[src/rtl/issue_unit.sv]
// In-order issue stage: decodes, renames sources, allocates a ROB entry and a
// reservation station / LSQ slot per instruction, and retires the ROB head on commit.
module issue_unit #(
  parameter int unsigned ROB_DEPTH = 8,
  parameter int unsigned ADD_RS    = 3,
  parameter int unsigned MUL_RS    = 3,
  parameter int unsigned BCH_RS    = 2,
  parameter int unsigned LSQ_DEPTH = 4
) (
  input  logic       clk1,
  input  logic       rst_n,
  input  logic       in_valid,
  input  logic [3:0] func,
  input  logic [3:0] rs1,
  input  logic [3:0] rs2,
  input  logic [3:0] rd,
  input  logic       commit,
  input  logic       rel_valid,
  input  logic [1:0] rel_class,
  input  logic [1:0] rel_slot,
  output logic       stall,
  output logic       issued,
  output logic [2:0] rob_idx,
  output logic [1:0] rs_class,
  output logic [1:0] rs_slot,
  output logic       src1_busy,
  output logic       src2_busy,
  output logic [2:0] src1_rob,
  output logic [2:0] src2_rob,
  output logic [2:0] rob_head,
  output logic [2:0] rob_tail,
  output logic [3:0] rob_count
);

  localparam logic [3:0] AddMask = 4'((1 << ADD_RS) - 1);
  localparam logic [3:0] MulMask = 4'((1 << MUL_RS) - 1);
  localparam logic [3:0] BchMask = 4'((1 << BCH_RS) - 1);
  localparam logic [3:0] LsqMask = 4'((1 << LSQ_DEPTH) - 1);

  logic       r_ren_busy [16];
  logic [2:0] r_ren_tag  [16];
  logic [3:0] r_rob_dest [ROB_DEPTH];
  logic       r_rob_hasd [ROB_DEPTH];
  logic [3:0] r_rs_busy  [4];
  logic [2:0] r_head, r_tail;
  logic [3:0] r_count;

  logic       r_issued, r_src1_busy, r_src2_busy;
  logic [2:0] r_rob_idx, r_src1_rob, r_src2_rob;
  logic [1:0] r_rs_class, r_rs_slot;

  logic       w_legal, w_has_dest, w_accept, w_commit, w_rob_full;
  logic [1:0] w_cls, w_slot;
  logic [3:0] w_mask [4];
  logic [3:0] w_free;
  logic       w_src1_busy, w_src2_busy;

  always_comb begin
    w_mask[0] = AddMask;
    w_mask[1] = MulMask;
    w_mask[2] = BchMask;
    w_mask[3] = LsqMask;
  end

  always_comb begin
    w_legal    = ~func[3];
    w_has_dest = w_legal && (func <= 4'd4);
    w_cls      = 2'd0;
    unique case (func[2:1])
      2'b00: w_cls = 2'd0;
      2'b01: w_cls = 2'd1;
      2'b11: w_cls = 2'd2;
      2'b10: w_cls = 2'd3;
      default: w_cls = 2'd0;
    endcase
  end

  always_comb begin
    w_free = ~r_rs_busy[w_cls] & w_mask[w_cls];
    w_slot = 2'd0;
    for (int i = 3; i >= 0; i--) begin
      if (w_free[i]) w_slot = 2'(i);
    end
  end

  // Decisions use only pre-edge state, so same-cycle commits/releases never unblock.
  assign w_rob_full = (r_count == 4'(ROB_DEPTH));
  assign w_accept   = in_valid && w_legal && !w_rob_full && (w_free != 4'd0);
  assign w_commit   = commit && (r_count != 4'd0);
  assign stall      = in_valid && w_legal && !w_accept;

  // A source whose producer retires this cycle is already available.
  assign w_src1_busy = r_ren_busy[rs1] && !(w_commit && (r_ren_tag[rs1] == r_head));
  assign w_src2_busy = r_ren_busy[rs2] && !(w_commit && (r_ren_tag[rs2] == r_head));

  always_ff @(posedge clk1 or negedge rst_n) begin
    if (!rst_n) begin
      for (int i = 0; i < 16; i++) begin
        r_ren_busy[i] <= 1'b0;
        r_ren_tag[i]  <= 3'd0;
      end
      for (int i = 0; i < int'(ROB_DEPTH); i++) begin
        r_rob_dest[i] <= 4'd0;
        r_rob_hasd[i] <= 1'b0;
      end
      for (int i = 0; i < 4; i++) r_rs_busy[i] <= 4'd0;
      r_head      <= 3'd0;
      r_tail      <= 3'd0;
      r_count     <= 4'd0;
      r_issued    <= 1'b0;
      r_rob_idx   <= 3'd0;
      r_rs_class  <= 2'd0;
      r_rs_slot   <= 2'd0;
      r_src1_busy <= 1'b0;
      r_src2_busy <= 1'b0;
      r_src1_rob  <= 3'd0;
      r_src2_rob  <= 3'd0;
    end else begin
      // Commit clear first; a same-edge rename write below overrides it.
      if (w_commit) begin
        r_head <= r_head + 3'd1;
        if (r_rob_hasd[r_head] && (r_ren_tag[r_rob_dest[r_head]] == r_head)) begin
          r_ren_busy[r_rob_dest[r_head]] <= 1'b0;
        end
      end
      if (rel_valid && w_mask[rel_class][rel_slot]) begin
        r_rs_busy[rel_class][rel_slot] <= 1'b0;
      end
      r_issued <= w_accept;
      if (w_accept) begin
        r_rs_busy[w_cls][w_slot] <= 1'b1;
        r_rob_dest[r_tail]       <= rd;
        r_rob_hasd[r_tail]       <= w_has_dest;
        r_tail                   <= r_tail + 3'd1;
        if (w_has_dest) begin
          r_ren_busy[rd] <= 1'b1;
          r_ren_tag[rd]  <= r_tail;
        end
        r_rob_idx   <= r_tail;
        r_rs_class  <= w_cls;
        r_rs_slot   <= w_slot;
        r_src1_busy <= w_src1_busy;
        r_src2_busy <= w_src2_busy;
        r_src1_rob  <= r_ren_tag[rs1];
        r_src2_rob  <= r_ren_tag[rs2];
      end
      r_count <= r_count + {3'd0, w_accept} - {3'd0, w_commit};
    end
  end

  assign issued    = r_issued;
  assign rob_idx   = r_rob_idx;
  assign rs_class  = r_rs_class;
  assign rs_slot   = r_rs_slot;
  assign src1_busy = r_src1_busy;
  assign src2_busy = r_src2_busy;
  assign src1_rob  = r_src1_rob;
  assign src2_rob  = r_src2_rob;
  assign rob_head  = r_head;
  assign rob_tail  = r_tail;
  assign rob_count = r_count;

endmodule

[config.mk]
export PLATFORM = sky130hd
export DESIGN_NAME = issue_unit
export DESIGN_NICKNAME = d
export VERILOG_FILES = /design/src/rtl/issue_unit.sv
export SDC_FILE = /design/constraint.sdc
export NUM_CORES = 1
export LEC_CHECK = 0
export BUFFER_PORTS_ARGS = -buffer_cell sky130_fd_sc_hd__clkbuf_2
export CAP_MARGIN = 10
export CORE_MARGIN = 2
export CORE_UTILIZATION = 55
export CTS_BUF_LIST = sky130_fd_sc_hd__clkbuf_4 sky130_fd_sc_hd__clkbuf_8
export DETAILED_ROUTE_END_ITERATION = 10
export PLACE_DENSITY = 0.73
export SETUP_SLACK_MARGIN = 0.05
export SLEW_MARGIN = 10
export SYNTH_ARGS = -nofsm -noshare
export SYNTH_HDL_FRONTEND = slang
export SYNTH_SLANG_ARGS = --single-unit
export TNS_END_PERCENT = 1
[constraint.sdc]
create_clock -name clk1 -period 6.75 [get_ports clk1]
set_input_delay 0.3375 -clock clk1 [delete_from_list [all_inputs] [get_ports clk1]]
set_output_delay 0.3375 -clock clk1 [all_outputs]
set_load 0.05 [all_outputs]
# Word-level counts from Yosys, hierarchy flattened
# Index checks and enable logic that the tools add are counted.
# W data, S select, Z words.
word_totals:
  reg_bits: 146
  in_bits: 25
  out_inout_bits: 27
  wordCells: 200
classes:
  n_addsub: 4
  order_cmp: 18
  eq_ne: 7
  n_mux: 64
  bitwise_logic: 17
  n_reduce_logical: 27
ops:
  columns: ["op", "count"]
  rows:
  - ["$mux W16", 6]
  - ["$bwmux W48", 1]
  - ["$mux W4", 11]
  - ["$bmux W3 S4", 3]
  - ["$and A16 B16 Y16", 2]
  - ["$bwmux W32", 1]
  - ["$not A16 Y16", 2]
  - ["$or A16 B16 Y16", 2]
  - ["$bmux W4 S2", 3]
  - ["$mux W3", 7]
  - ["$ge A5 B5 Y1 const B", 4]
  - ["$not A4 Y5", 4]
  - ["$logic_and A1 B1 Y1", 19]
  - ["$demux W4 S2", 2]
  - ["$bmux W4 S3", 1]
  - ["$demux W3 S4", 1]
  - ["$demux W4 S3", 1]
  - ["$mux W1", 12]
  - ["$lt A5 B1 Y1 const B", 2]
  - ["$eq A3 B3 Y1", 3]
  - ["$bmux W1 S4", 2]
  - ["$bwmux W8", 1]
  - ["$demux W1 S4", 2]
  - ["$ge A4 B4 Y1 const B", 2]
  - ["other kinds (27)", 43]

# Depth between registers and ports, before layout
# Gate-level depths: netlist (run 1).
logic_depth:
  word_depth: 20
  depth_mapped: 13
  ltp_nobuf: 12

# Least setup slack after synthesis (run 1)
# Ideal clock, no wire load.
synth_timing:
  kind: "register -> register"
  from: "register r_head[0] (netlist: rob_head[0])"
  to: "register r_ren_busy[0] (netlist bit)"
  setup_time_ns: 0.121
  arrival_ns: 3.173
  required_ns: 6.629
  setup_slack_ns: 3.456
  stages_incl_launch_ff: 13
  n_path_buf: 3
  synth_period_minus_slack_ns: 3.294
  cell_sequence: "dfrtp_1 buf_6 mux2_2 o22a_1 nand2_1 buf_2 mux4_2 nand3_1 nand3_1 xnor2_1 o2111ai_2 buf_6 o22a_1"
synth_between:
  elab_chain_len: 16
  word_cells_on_any_way: 25
  classes_between: "order compare (2); eq/ne (1); mux (15); bitwise (5); reduce/logical (2)"
synth_lines:
  columns: ["element", "line_no", "rtl"]
  rows:
  - ["start: declaration", "45", "logic [2:0] r_head, r_tail;"]
  - ["start signal: assignment", "121", "r_head <= r_head + 3'd1;"]
  - ["$not A3 Y4 (not written as such)", "122, 123", null]
  - ["$bmux W4 S3", "122, 123", null]
  - ["$mux W4 (not written as such) (2 in a row)", "122, 123", null]
  - ["$not A4 Y5 (not written as such)", "122, 123", null]
  - ["$ge A5 B5 Y1 (not written as such) / $lt A5 B1 Y1 (equally long branches)", "123", "r_ren_busy[r_rob_dest[r_head]] <= 1'b0;"]
  - ["$logic_and A1 B1 Y1 (not written as such)", "123", null]
  - ["$mux W1 (not written as such)", "123", null]
  - ["$demux W1 S4", "123", null]
  - ["$not A16 Y16 (no line)", null, null]
  - ["$and A16 B16 Y16 (no line)", null, null]
  - ["$mux W16 *", "122", "if (r_rob_hasd[r_head] && (r_ren_tag[r_rob_dest[r_head]] == r_head)) begin"]
  - ["$mux W16 *", "120", "if (w_commit) begin"]
  - ["$or A16 B16 Y16 (no line)", null, null]
  - ["$mux W16", "135", "if (w_has_dest) begin"]
  - ["$mux W16 *", "130", "if (w_accept) begin"]
  - ["end signal: indexed assignment", "99", "r_ren_busy[i] <= 1'b0;"]
  - ["end signal: indexed assignment", "123", null]
  - ["end signal: indexed assignment", "136", "r_ren_busy[rd] <= 1'b1;"]
  - ["end: declaration", "40", "logic r_ren_busy [16];"]
# Every way passes the cells marked *; elsewhere a longest branch is shown, timed or not. The select of a mux whose other input is x is not followed.
# A chain may end at the register's enable or synchronous reset.

# Worst setup path after layout (run 1)
layout_timing:
  from: "register r_head[0] (netlist: rob_head[0])"
  to: "register r_ren_busy[2] (netlist bit)"
# The elaborated chain is that of the path after synthesis.

==> results.txt, run 1 <==
----------------------------------------------------
[Finish]
  Number of standard cells in the layout, taps in and fillers out ... just over 900
  Fillcell total ... 1188
  Net count of the finished layout ... roughly 740
  Ant diodes ... 0
  Proportion of layout cells with a drive suffix above 1 ... about a third
  Syn-to-layout area delta ... 8.43%
  Area of all placed cells without fillers ... between 0.009 and 0.01 mm2
  Total area of multi-input combinational cells ... approximately 0.0044 mm2
  Seq. cell area ... approximately 0.0037 mm2

[Synth]
  Leading register cell type out of synthesis ... dfrtp_1
  Post-synth ARST share ... 100%
  Number of distinct standard cells referenced by the synthesized netlist ... between 60 and 70
  Count of flip-flops with a built-in enable after synthesis ... 0
  Number of warnings reported in the yosys synthesis log ... 0
  Nets in the synthesized netlist ... 711
  Count of state elements after synthesis ... ~150
  Syn_area_per_cell ... ~12 um2
  Synth Instances ... 671
  Summed instance area of the synthesized netlist ... approximately 0.0083 mm2
  Sequential share of the synthesized area ... between 40% and 50%

[Setup path]
  Worst-case reg-to-reg path depth ... 10
  Reg-to-reg setup timing slack ... 2.60 ns
  Endpoint required time on the critical path ... 7.09 ns
  Series of cell instances along the critical path ... buf_4 -> mux2i_1 -> a22oi_2 -> nand2_1 -> mux4_2 -> a22oi_1 -> nand3_1 -> xnor2_1 -> o2111ai_2 -> o22a_1
  CP max stage delay ... about 0.66 ns
  Arrival @ worst endpoint ... between 4 and 5 ns
  RR Startpoint ... rob_head[0]$_DFFE_PN0P_
  Crit path launch type ... register
  Crit Path Class ... register to register
  Crit end category ... register
  End of the worst register-to-register path ... r_ren_busy[2]$_DFF_PN0_
  Last element of the critical path ... r_ren_busy[2]$_DFF_PN0_
  Launching element of the worst setup path ... rob_head[0]$_DFFE_PN0P_
  Max Fanout on Critical Path ... 26
  Cell with the largest stage delay on the worst path ... dfrtp_1

[Floorplanning]
  Starting density of the core ... ~56%
  Number of placement rows ... 45
  CORE AREA ... 0.0150 mm2
  I/O pin total ... 52
  Width of the die ... roughly 130 um
  Die Outline Area ... 0.0162 mm2
  Die Ht ... around 130 um

[Global routing]
  First-pass GRT wire length ... approximately 35000 um
  Antenna violations before repair ... 0
  Total track usage ... between 20 and 30%
  Largest net degree at the start of global routing ... between 80 and 90
  Congestion Overflow GR ... 0
  Via count of the first global-routing pass ... between 6000 and 7000

[STA]
  Relative slew slack ... between 30% and 40%
  Slew at the pin closest to its max-slew limit ... around 1.0 ns
  Time the worst path needs with I/O delays and setup ... approximately 4.1 ns
  Final-report max-slew violation count ... 0
  Final setup viols ... 0
  Period Utilization, post-route ... 61.5%
  Final hold violation count ... 0
  Setup Skew ... about 0.018 ns
  Post-Route Hold Slack ... around 0.24 ns
  Highest clock frequency the design can meet ... 241 MHz
  Post-route setup TNS ... 0 ns
  RSZ-0062 raised after global routing ... no

[Place]
  Number of port buffers ... slightly above 50
  RD Place Congestion ... around 0.96
  Estimated wirelength of the detail-placed design ... between 15000 and 20000 um
  Placement-stage cell area ... between 0.008 and 0.009 mm2
  Cells after DPL ... 872

[Detailed routing]
  Residual antenna-violating net count after detailed routing ... 0
  Detailed-routing iteration count for the pre-antenna-repair pass ... 5
  Final wirelength ... 21700 um
  Drt wl/cell ... 24.0 um
  Vias per cell ... 6.73
  Violation count after the first detailed-route iteration ... about 620
  Vias after detailed routing ... around 6100
  DRC violation count after routing ... 0

[Pwr]
  Worst supply voltage drop on vdd ... approximately 0.21 mV
  Leakage power ... slightly above 4 nW
  Power consumption ... around 0.0041 W
  Total power divided by cell area ... 454 mW/mm2

[Run]
  Maximum Capacitance Violations ... 0

[Status]
  Run status ... completed

[Clocking]
  Maximum buffer depth of the clock tree ... 2
  Insertion delay of the later-clocked pin in the worst-skew pair ... 0.47 ns
  Clock tree from TritonCTS ... yes
  Clock transition at the registers of the reported paths ... around 0.08 ns
  Number of sinks driven by the clock tree ... about 150
  Resize count post-CTS ... 0
  H-tree depth ... 4
  Clock root buffer master ... clkbuf_8
  CTS buffer count ... 17

[Worst hold path]
  Hold/Removal Path Class ... primary input to register

----------------------------------------------------
worst min path at each step:
stage | cells after the start | start | to | slack [ns]
6_report | 3 | rel_slot[0] | r_rs_busy[3]$_DFF_PN0_ | 0.24
5_1_grt | 3 | rel_slot[0] | r_rs_busy[3]$_DFF_PN0_ | 0.22
4_1_cts | 3 | rel_slot[0] | r_rs_busy[3]$_DFF_PN0_ | 0.21
3_5_place_dp | 0 | r_rs_busy[6]$_DFF_PN0_ | r_rs_busy[6]$_DFF_PN0_ | 0.37
3_3_place_gp | 0 | r_rs_busy[6]$_DFF_PN0_ | r_rs_busy[6]$_DFF_PN0_ | 0.37
2_1_floorplan | 0 | rst_n | issued$_DFF_PN0_ | 0.04
layer usage:
metal	vias to the layer above	GRT usage (%)	share of wire (%)
li1	2617	-	-
met1	3122	39.7	43
met2	300	44.3	48
met3	56	6.07	6.5
met4	0	10.5	2.8
met5	-	0	0
synth_stat cells, types with 3 or more instances:
cell type,number,area share (%)
mux4_2,52,14
xnor2_1,12,1.3
buf_1,4,0.18
nand4_1,8,0.60
a22o_1,12,1.3
clkbuf_1,29,1.3
a21o_1,7,0.63
nand2b_1,9,0.67
nor2_1,18,0.81
dfrtp_1,146,44
and2_1,5,0.37
nor2b_1,12,0.90
a221oi_1,3,0.31
o21ai_0,20,1.2
mux2_2,98,13
buf_6,4,0.54
and3_1,5,0.37
inv_1,16,0.72
a32oi_1,3,0.31
o22a_1,17,1.8
or3_1,20,1.5
nor3_1,4,0.24
nand3_1,18,1.1
ha_1,14,2.1
a22oi_1,3,0.27
nor3b_1,3,0.27
mux2i_1,14,1.7
and3b_1,3,0.31
o22ai_1,13,0.97
o2111ai_1,3,0.31
nand2_1,55,2.5
a21oi_1,4,0.24
area by class of cell:
type                       instances  area share (%)
inverter                          17           0.705
multi-input combinational        467            48.9
clock inverter                    10           0.830
timing repair buffer              55            3.25
clock buffer                      22            3.35
sequential                       146            40.4
tap                              188            2.60
through the flow:
| step | setup WS, ns | utilization [%] |
|---|---|---|
| after floorplan | 3.46 | - |
| after global placement | 2.61 | 57.6 |
| after detailed placement | 2.55 | 57.6 |
| after CTS | 2.61 | 60.2 |
| after global routing | 2.38 | 60.2 |
| final | 2.60 | 60.2 |
flip-flops by register name, indices dropped and copies added (netlist names):
name / cells
r_ren_tag: 48
rob_idx: 3
issued: 1
rob_head: 3
r_rob_dest: 32
rob_count: 4
src1_busy: 1
rob_tail: 3
r_ren_busy: 16
src1_rob: 3
src2_rob: 3
rs_slot: 2
src2_busy: 1
r_rob_hasd: 8
r_rs_busy: 16
rs_class: 2
cell families (layout without fill, tap and decap cells):
kind of cell | count (synthesis) | count (layout) | share of synthesized area [%]
AND/OR/NAND/NOR | 172 | 172 | 10.7
adder cells (fa/ha/maj) | 15 | 15 | 2.34
multiplexers | 166 | 166 | 29.3
flip-flops | 146 | 146 | 43.8
AO/OA/AOI/OAI | 100 | 100 | 9.22
buffers and inverters | 58 | 104 | 3.21
XOR/XNOR | 14 | 14 | 1.47
cells in the final DEF, fill, tap and decap left out, drive strengths merged, types with 4 or more instances in the layout:
cell     instances
dfrtp          146
mux2           100
clkbuf          72
nand2           55
mux4            52
o21ai           20
or3             20
nor2            19
inv             19
nand3           18
o22a            17
mux2i           14
ha              14
o22ai           14
nor2b           12
a22o            12
xnor2           12
nand2b           9
nand4            8
a21o             7
and2             5
and3             5
clkinv           5
a21oi            4
nor3             4
a22oi            4
o2111ai          4
buf              4
critical path, delay by kind of cell, from the launching register on:
family                 cells  cell delay (ns)
multiplexers               2             0.91
AND/OR/NAND/NOR            2             0.61
XOR/XNOR                   1             0.24
AO/OA/AOI/OAI              4             1.20
buffers and inverters      1             0.40
flip-flops                 1             0.66
where the power goes:
group	switching [W]	internal [W]	leakage [nW]
clock	0.000347	0.000306	0.189
sequential	0.000350	0.00117	1.90
combinational	0.00111	0.000831	1.98
total	0.00180	0.00230	4.07
what timing repair did:
item,in CTS,in global routing
setup buffers,0,0
hold endpoints to repair,87,0
hold buffers,1,0
(Power assumes the default switching activity.)
==> run 2: changes to the inputs <==
- ABC_AREA: default -> 1
- clock period: 6.75 -> 4 ns (I/O delays scaled with it)
==> run 2 against run 1 <==
  * Sequential cell count unchanged
  * Sequential share of layout area down 1.2 points
  * Sequential power up 55%
  * Non-clock buffer count up 9
  * Via count up 32%
  * Register-to-register slack worse by 1.8 ns
  * Area after synthesis up 2.9%
  * Die area up 2.8%
  * Combinational power up 120%
  * Final area up 3.1%
  * Largest power group unchanged
==> results.txt, run 2 <==
----------------------------------------------------
[Status]
  Run status ... completed

[Clocking]
  Clock root buffer master ... clkbuf_8
  Number of buffers inserted for hold repair after clock tree synthesis ... 1 (unchanged)
  Clock tree from TritonCTS ... yes
  Maximum buffer depth of the clock tree ... 2 (unchanged)
  Number of sinks driven by the clock tree ... 146 (unchanged)
  CTS buffer count ... 17 (unchanged)
  H-tree depth ... 4 (unchanged)
  Insertion delay of the later-clocked pin in the worst-skew pair ... 0.46 ns (about the same)
  Setup bufs post-CTS ... 0 (unchanged)
  Resize count post-CTS ... 0 (unchanged)
  Clock transition at the registers of the reported paths ... 0.08 ns (about the same)

[Global routing]
  Total track usage ... 30.5% (+2.1 points)
  First-pass GRT wire length ... 38800 um (+11%)
  Busiest layer in global routing ... met2
  Largest net degree at the start of global routing ... 110 (+24%)
  Met2 layer usage reported by global route ... 47.9% (+3.6 points)
  Met3 demand-to-capacity share in global routing ... 5.24% (-0.83 points)
  Via count of the first global-routing pass ... 7398 (+19%)
  Antenna violations before repair ... 0 (unchanged)
  Met1 GRT Util ... 42.0% (+2.2 points)
  Congestion Overflow GR ... 0 (unchanged)

[Floorplanning]
  Number of placement rows ... 45 (unchanged)
  Width of the die ... 129 um (+1.4%)
  Die Outline Area ... 0.0166 mm2 (+2.8%)
  I/O pin total ... 52 (unchanged)
  CORE AREA ... 0.0152 mm2 (+1.1%)
  Starting density of the core ... 56.5% (+0.97 points)
  Die Ht ... 129 um (+1.4%)

[Synth]
  Largest cells by area after synthesis ... dfrtp_1, nand2_1, o21ai_0
  Top cell type's share of synthesized area ... 42.6% (-1.2 points)
  Ranking of synthesized cells by instance count ... nand2_1, o21ai_0, dfrtp_1
  Synth Instances ... 1177 (+75%)
  Most repeated cell in the gate-level netlist after synthesis ... nand2_1
  Sequential share of the synthesized area ... 42.6% (-1.2 points)
  Number of warnings reported in the yosys synthesis log ... 0 (unchanged)
  Summed instance area of the synthesized netlist ... 0.00859 mm2 (+2.9%)
  Syn_area_per_cell ... 7.29 um2 (-41%)
  Count of flip-flops with a built-in enable after synthesis ... 0 (unchanged)
  Post-synth ARST share ... 100% (unchanged)
  Count of state elements after synthesis ... 146 (unchanged)
  Nets in the synthesized netlist ... 1217 (+71%)
  Largest area contributor in the netlist ... dfrtp_1
  Leading register cell type out of synthesis ... dfrtp_1
  Number of distinct standard cells referenced by the synthesized netlist ... 46 (-25%)

[Place]
  Worst setup slack before clock tree synthesis ... 0.687 ns (-1.87 ns)
  RD Place Congestion ... 0.963 (about the same)
  Estimated wirelength of the detail-placed design ... 16700 um (+6.7%)
  Number of port buffers ... 51 (unchanged)
  Placement-stage cell area ... 0.00886 mm2 (+2.4%)

[Finish]
  Most frequent cells in the layout ... nand2_1, o21ai_0, dfrtp_1
  Net count of the finished layout ... 1249 (+68%)
  Largest register FFs ... 48 (unchanged)
  Largest Register ... r_ren_tag
  Area of all placed cells without fillers ... 0.00933 mm2 (+3.1%)
  Ant diodes ... 0 (unchanged)
  Proportion of layout cells with a drive suffix above 1 ... 10.8% (-24 points)
  Biggest registers after layout ... r_ren_tag x48, r_rob_dest x32
  Syn-to-layout area delta ... 8.61%
  Leading cell type in the layout, fill and taps excluded ... nand2_1

[Detailed routing]
  Detailed-routing iteration count for the pre-antenna-repair pass ... 5 (unchanged)
  Final wirelength ... 24300 um (+12%)
  Violation count after the first detailed-route iteration ... 878 (+41%)
  Vias per cell ... 5.71 (-15%)
  Vias after detailed routing ... 8051 (+32%)
  DRC violation count after routing ... 0 (unchanged)
  Residual antenna-violating net count after detailed routing ... 0 (unchanged)
  Drt wl/cell ... 17.2 um (-28%)

[STA]
  RSZ-0062 raised after global routing ... no
  Final setup viols ... 0 (unchanged)
  Setup Skew ... 0.00989 ns (-0.00852 ns)
  Highest clock frequency the design can meet ... 312 MHz (+30%)
  Post-route setup TNS ... 0 ns (unchanged)
  Period Utilization, post-route ... 80.0% (+19 points)
  Post-Route Hold Slack ... 0.101 ns (-0.136 ns)
  Final-report max-slew violation count ... 0 (unchanged)
  Final hold violation count ... 0 (unchanged)
  Time the worst path needs with I/O delays and setup ... 3.20 ns (-0.948 ns)
  Slew at the pin closest to its max-slew limit ... 1.16 ns (+0.118 ns)
  Relative slew slack ... 22.9% (-7.4 points)
  Final worst setup slack ... 0.798 ns (-1.80 ns)

[Setup path]
  Series of cell instances along the critical path ... buf_4 -> nor2_1 -> nor2_1 -> o21ai_0 -> nand2_1 -> inv_1 -> nand2_1 -> o21ai_1 -> nor2_1 -> nand2_1 -> nand2_1 -> nor2_1 -> nand2_1 -> nand2_1 -> nor2_4 -> nand3_1 -> nand2_1 -> nand2_1
  Most frequent cell on the critical path ... nand2_1
  CP bufs+invs ... 2 (+1)
  Cell with the largest stage delay on the worst path ... dfrtp_1
  Kind of cell adding the most delay to the critical path ... simple AND/OR/NAND/NOR gates
  Max Fanout on Critical Path ... 24 (-7.7%)
  Crit path launch type ... register
  Arrival @ worst endpoint ... 3.55 ns (-0.94 ns)
  CP max stage delay ... 0.46 ns (-0.20 ns)
  Endpoint required time on the critical path ... 4.34 ns (-2.75 ns)
  Crit Path Class ... register to register
  Crit end category ... register

[Pwr]
  Leakage power ... 4.49 nW (+10%)
  Worst supply voltage drop on vdd ... 0.669 mV (+220%)
  Power consumption ... 0.00797 W (+94%)
  Total power divided by cell area ... 855 mW/mm2 (+88%)

[Worst hold path]
  Hold/Removal Path Class ... primary input to register

[Run]
  Maximum Capacitance Violations ... 0 (unchanged)

----------------------------------------------------
-- run 2: cell count changes after synthesis, moves of 14 or more --
cell     before  now
nand3_1      18   45
o21ai_1       0   25
o21ai_0      20  167
o22a_1       17    0
mux2i_1      14    0
or3_1        20    0
inv_1        16  118
nor2_1       18   78
nand2_1      55  363
mux2_2       98    0
a21oi_1       4   73
mux4_2       52    0
-- run 2: metrics by stage --
| step | instances | utilization (%) |
|---|---|---|
| global placement | 1377 | 58.3 |
| global route | 1410 | 61.3 |
| CTS | 1410 | 61.3 |
| floorplan | 1177 | - |
| detailed placement | 1377 | 58.3 |
| finish | 1410 | 61.3 |
-- run 2: layout make-up --
cell class,count,area (um2)
clock inverters,13,195
fillers,1422,5880
repair buffers,64,362
clock buffers,19,255
inverters,124,468
well taps,188,235
flip-flops and latches,146,3650
multi-input cells,856,4160
-- run 2: cells by family (layout without fill, tap and decap cells) --
family	Yosys count	after routing	share of synthesized area, %
simple gates	523	523	25.6
flops	146	146	42.6
buf+inv	175	220	9.04
xor+xnor	8	8	0.816
fa+ha+maj	15	15	2.27
compound gates	310	310	19.7
-- run 2: layer usage --
layer / up-vias / wire [um]
met5: - / 0
met4: 0 / 834
met3: 60 / 1650
met2: 339 / 11200
met1: 3756 / 10500
li1: 3896 / -
-- run 2: final timing paths --
check,startpoint,to,slack (ns),cells after the start
worst max-delay path,rob_head[0]$_DFFE_PN0P_,r_ren_busy[12]$_DFF_PN0_,0.80,18
worst min-delay path,rel_valid,r_rs_busy[3]$_DFF_PN0_,0.10,4
worst max register to register,rob_head[0]$_DFFE_PN0P_,r_ren_busy[12]$_DFF_PN0_,0.80,18
worst min register to register,r_rs_busy[6]$_DFF_PN0_,r_rs_busy[6]$_DFF_PN0_,0.40,0
max in group asynchronous,rst_n,rob_count[0]$_DFF_PN0_,2.71,3
min in group asynchronous,rst_n,r_ren_tag[15]$_DFFE_PN0P_,0.39,2
-- run 2: report_power, final --
part	internal [W]	total (W)	switching [W]
clock network	0.000716	0.00133	0.000616
logic	0.00119	0.00428	0.00309
registers	0.00199	0.00235	0.000366
total	0.00390	0.00797	0.00407
-- run 2: worst min-delay path, stage by stage --
cell and delay, ns:
clkbuf_2 0.11, nand3_1 0.08, o21ai_0 0.07, o21ai_0 0.07
==> run 3: changes to the inputs <==
- clock period: 4 -> 3.1 ns (I/O delays scaled with it)
==> run 3 against run 2 <==
  * Worst setup slack worse by 0.49 ns
  * Count of clock-buffer cells in the layout decreased by 1
  * Sequential share of layout area decreased by 0.33 points
  * Register-to-register slack lost 0.49 ns
  * Die area unchanged
==> results.txt, run 3 (synthesis results as in run 2) <==
----------------------------------------------------
[Setup path]
  Kind of cell adding the most delay to the critical path ... simple AND/OR/NAND/NOR gates
  Series of cell instances along the critical path ... buf_4 -> nor2_1 -> nor2_1 -> o21ai_2 -> o21ai_2 -> o21ai_4 -> nand2_1 -> nand2_1 -> nand2_1 -> nand2_1 -> nor2_1 -> nand2_1 -> nand2_1 -> nor2_2 -> buf_12 -> nand3_1 -> nand2_1 -> nand2_1
  Crit Path Class ... register to register
  Arrival @ worst endpoint ... 3.15 ns (-0.40 ns)
  Crit path launch type ... register
  CP bufs+invs ... 2 (unchanged)
  Max Fanout on Critical Path ... 16 (-33%)
  Cell with the largest stage delay on the worst path ... o21ai_4
  Most frequent cell on the critical path ... nand2_1
  CP max stage delay ... 0.45 ns (about the same)
  Crit end category ... register
  Endpoint required time on the critical path ... 3.45 ns (-0.89 ns)

[Detailed routing]
  Drt wl/cell ... 17.0 um (-1.3%)
  Final wirelength ... 24100 um (-0.77%)
  Detailed-routing iteration count for the pre-antenna-repair pass ... 5 (unchanged)
  Violation count after the first detailed-route iteration ... 760 (-13%)
  Residual antenna-violating net count after detailed routing ... 0 (unchanged)
  DRC violation count after routing ... 0 (unchanged)
  Vias per cell ... 5.74 (+0.61%)
  Vias after detailed routing ... 8146 (+1.2%)

[Global routing]
  Total track usage ... 30.7% (+0.18 points)
  Largest net degree at the start of global routing ... 78 (-29%)
  Antenna violations before repair ... 0 (unchanged)
  Congestion Overflow GR ... 0 (unchanged)
  First-pass GRT wire length ... 39400 um (+1.3%)
  Via count of the first global-routing pass ... 7507 (+1.5%)

[Floorplanning]
  Die Ht ... 129 um (unchanged)
  CORE AREA ... 0.0152 mm2 (unchanged)
  I/O pin total ... 52 (unchanged)
  Starting density of the core ... 56.5% (unchanged)
  Die Outline Area ... 0.0166 mm2 (unchanged)
  Number of placement rows ... 45 (unchanged)
  Width of the die ... 129 um (unchanged)

[Finish]
  Ant diodes ... 0 (unchanged)
  Largest Register ... r_ren_tag
  Leading cell type in the layout, fill and taps excluded ... nand2_1
  Biggest registers after layout ... r_ren_tag x48, r_rob_dest x32
  Total area of multi-input combinational cells ... 0.00416 mm2 (unchanged)
  Syn-to-layout area delta ... 9.53%
  Fraction of the core area covered by cells at the end of the flow ... 61.9% (+0.52 points)
  Number of standard cells in the layout, taps in and fillers out ... 1418 (+0.57%)
  Net count of the finished layout ... 1257 (+0.64%)
  Largest register FFs ... 48 (unchanged)
  Fillcell total ... 1411 (-0.77%)
  Most frequent cells in the layout ... nand2_1, o21ai_0, dfrtp_1
  Proportion of layout cells with a drive suffix above 1 ... 11.4% (+0.58 points)
  Seq. cell area ... 0.00365 mm2 (unchanged)

[Place]
  Number of port buffers ... 51 (unchanged)
  RD Place Congestion ... 0.923 (-4.2%)
  Cells after DPL ... 1385 (+0.58%)
  Estimated wirelength of the detail-placed design ... 16900 um (+1.1%)

[Worst hold path]
  Hold/Removal Path Class ... primary input to register

[Clocking]
  Number of sinks driven by the clock tree ... 146 (unchanged)
  H-tree depth ... 4 (unchanged)
  Insertion delay of the later-clocked pin in the worst-skew pair ... 0.47 ns (about the same)
  CTS buffer count ... 17 (unchanged)
  Maximum buffer depth of the clock tree ... 2 (unchanged)
  Clock tree from TritonCTS ... yes
  Clock root buffer master ... clkbuf_8
  Clock transition at the registers of the reported paths ... 0.09 ns (about the same)

[Run]
  Maximum Capacitance Violations ... 0 (unchanged)

[STA]
  Final-report max-slew violation count ... 0 (unchanged)
  Slew at the pin closest to its max-slew limit ... 0.913 ns (-0.243 ns)
  Time the worst path needs with I/O delays and setup ... 2.79 ns (-0.409 ns)
  Post-route setup TNS ... 0 ns (unchanged)
  Final setup viols ... 0 (unchanged)
  Highest clock frequency the design can meet ... 358 MHz (+15%)
  Final hold violation count ... 0 (unchanged)
  RSZ-0062 raised after global routing ... no
  Period Utilization, post-route ... 90.1% (+10 points)
  Setup Skew ... 0.0122 ns (+0.00226 ns)
  Relative slew slack ... 39.1% (+16 points)

[Pwr]
  Worst supply voltage drop on vdd ... 0.754 mV (+13%)
  Total power divided by cell area ... 1100 mW/mm2 (+28%)
  Leakage power ... 4.54 nW (+1.0%)

[Status]
  Run status ... completed

----------------------------------------------------
-- run 3: cell types whose count changed in the layout (fill, tap and decap cells not counted) --
| cell | before | now |
|---|---|---|
| clkbuf_8 | 18 | 17 |
| bufinv_16 | 4 | 3 |
| buf_2 | 0 | 1 |
| clkinv_2 | 1 | 0 |
| clkinvlp_4 | 2 | 1 |
| buf_4 | 12 | 17 |
| clkinv_4 | 0 | 3 |
| buf_12 | 0 | 3 |
| inv_8 | 1 | 2 |
| clkbuf_2 | 50 | 49 |
-- run 3: path summary, 6_finish.rpt --
| kind | start | endpoint | slack [ns] | cells past startpoint |
|---|---|---|---|---|
| max | rob_head[0]$_DFFE_PN0P_ | r_ren_busy[13]$_DFF_PN0_ | 0.31 | 18 |
| min | rel_slot[1] | r_rs_busy[3]$_DFF_PN0_ | 0.02 | 4 |
| max reg2reg | rob_head[0]$_DFFE_PN0P_ | r_ren_busy[13]$_DFF_PN0_ | 0.31 | 18 |
| min reg2reg | r_rs_busy[6]$_DFF_PN0_ | r_rs_busy[6]$_DFF_PN0_ | 0.39 | 0 |
| max in group asynchronous | rst_n | rob_count[2]$_DFF_PN0_ | 1.93 | 3 |
| min in group asynchronous | rst_n | r_ren_tag[10]$_DFFE_PN0P_ | 0.29 | 2 |
-- run 3: layer usage --
layer	track usage [%]	up-vias	wire, um
li1	-	3918	-
met1	43.9	3794	10600
met2	46.4	376	10800
met3	6.07	58	1850
met4	12.0	0	794
met5	0	-	0
-- run 3: cell type report --
cell class	count	area share (%)
clock inverters	14	2.02
multi-input cells	856	44.2
well taps	188	2.50
clock buffers	18	2.57
inverters	124	4.98
flip-flops and latches	146	38.9
repair buffers	72	4.88
-- run 3: per-stage QoR --
| stage | power, W | worst slack (ns) | hold slack, ns | cell area [um2] |
|---|---|---|---|---|
| 2_1_floorplan | 0.00725 | 0.220 | -0.141 | 8590 |
| 3_3_place_gp | 0.00853 | 0.223 | 0.242 | 8960 |
| 3_5_place_dp | 0.00858 | 0.129 | 0.245 | 8960 |
| 4_1_cts | 0.0102 | 0.350 | 0.00604 | 9400 |
| 5_1_grt | 0.0111 | 0.0559 | 0.0668 | 9400 |
| 6_report | 0.0103 | 0.307 | 0.0221 | 9400 |
-- run 3: worst register-to-register path, stage by stage (launching register included) --
cell	delay, ns
dfrtp_1	0.43
buf_4	0.21
nor2_1	0.12
nor2_1	0.05
o21ai_2	0.07
o21ai_2	0.10
o21ai_4	0.45
nand2_1	0.12
nand2_1	0.14
nand2_1	0.07
nand2_1	0.10
nor2_1	0.07
nand2_1	0.06
nand2_1	0.06
nor2_2	0.15
buf_12	0.18
nand3_1	0.12
nand2_1	0.12
nand2_1	0.06
-- run 3: power by group --
group | switching, W | internal [W] | total (W)
Sequential | 0.000444 | 0.00256 | 0.00301
Combinational | 0.00394 | 0.00171 | 0.00565
Clock | 0.000823 | 0.000831 | 0.00165
Total | 0.00520 | 0.00511 | 0.0103
-- run 3: what timing repair did --
| item | 4_1_cts | 5_1_grt |
|---|---|---|
| endpoints found under the setup margin | 0 | 1 |
| hold endpoints to repair | 75 | 0 |
| buffers inserted | 0 | 0 |
| hold buffers | 1 | 0 |
| gates resized for setup | 0 | 1 |
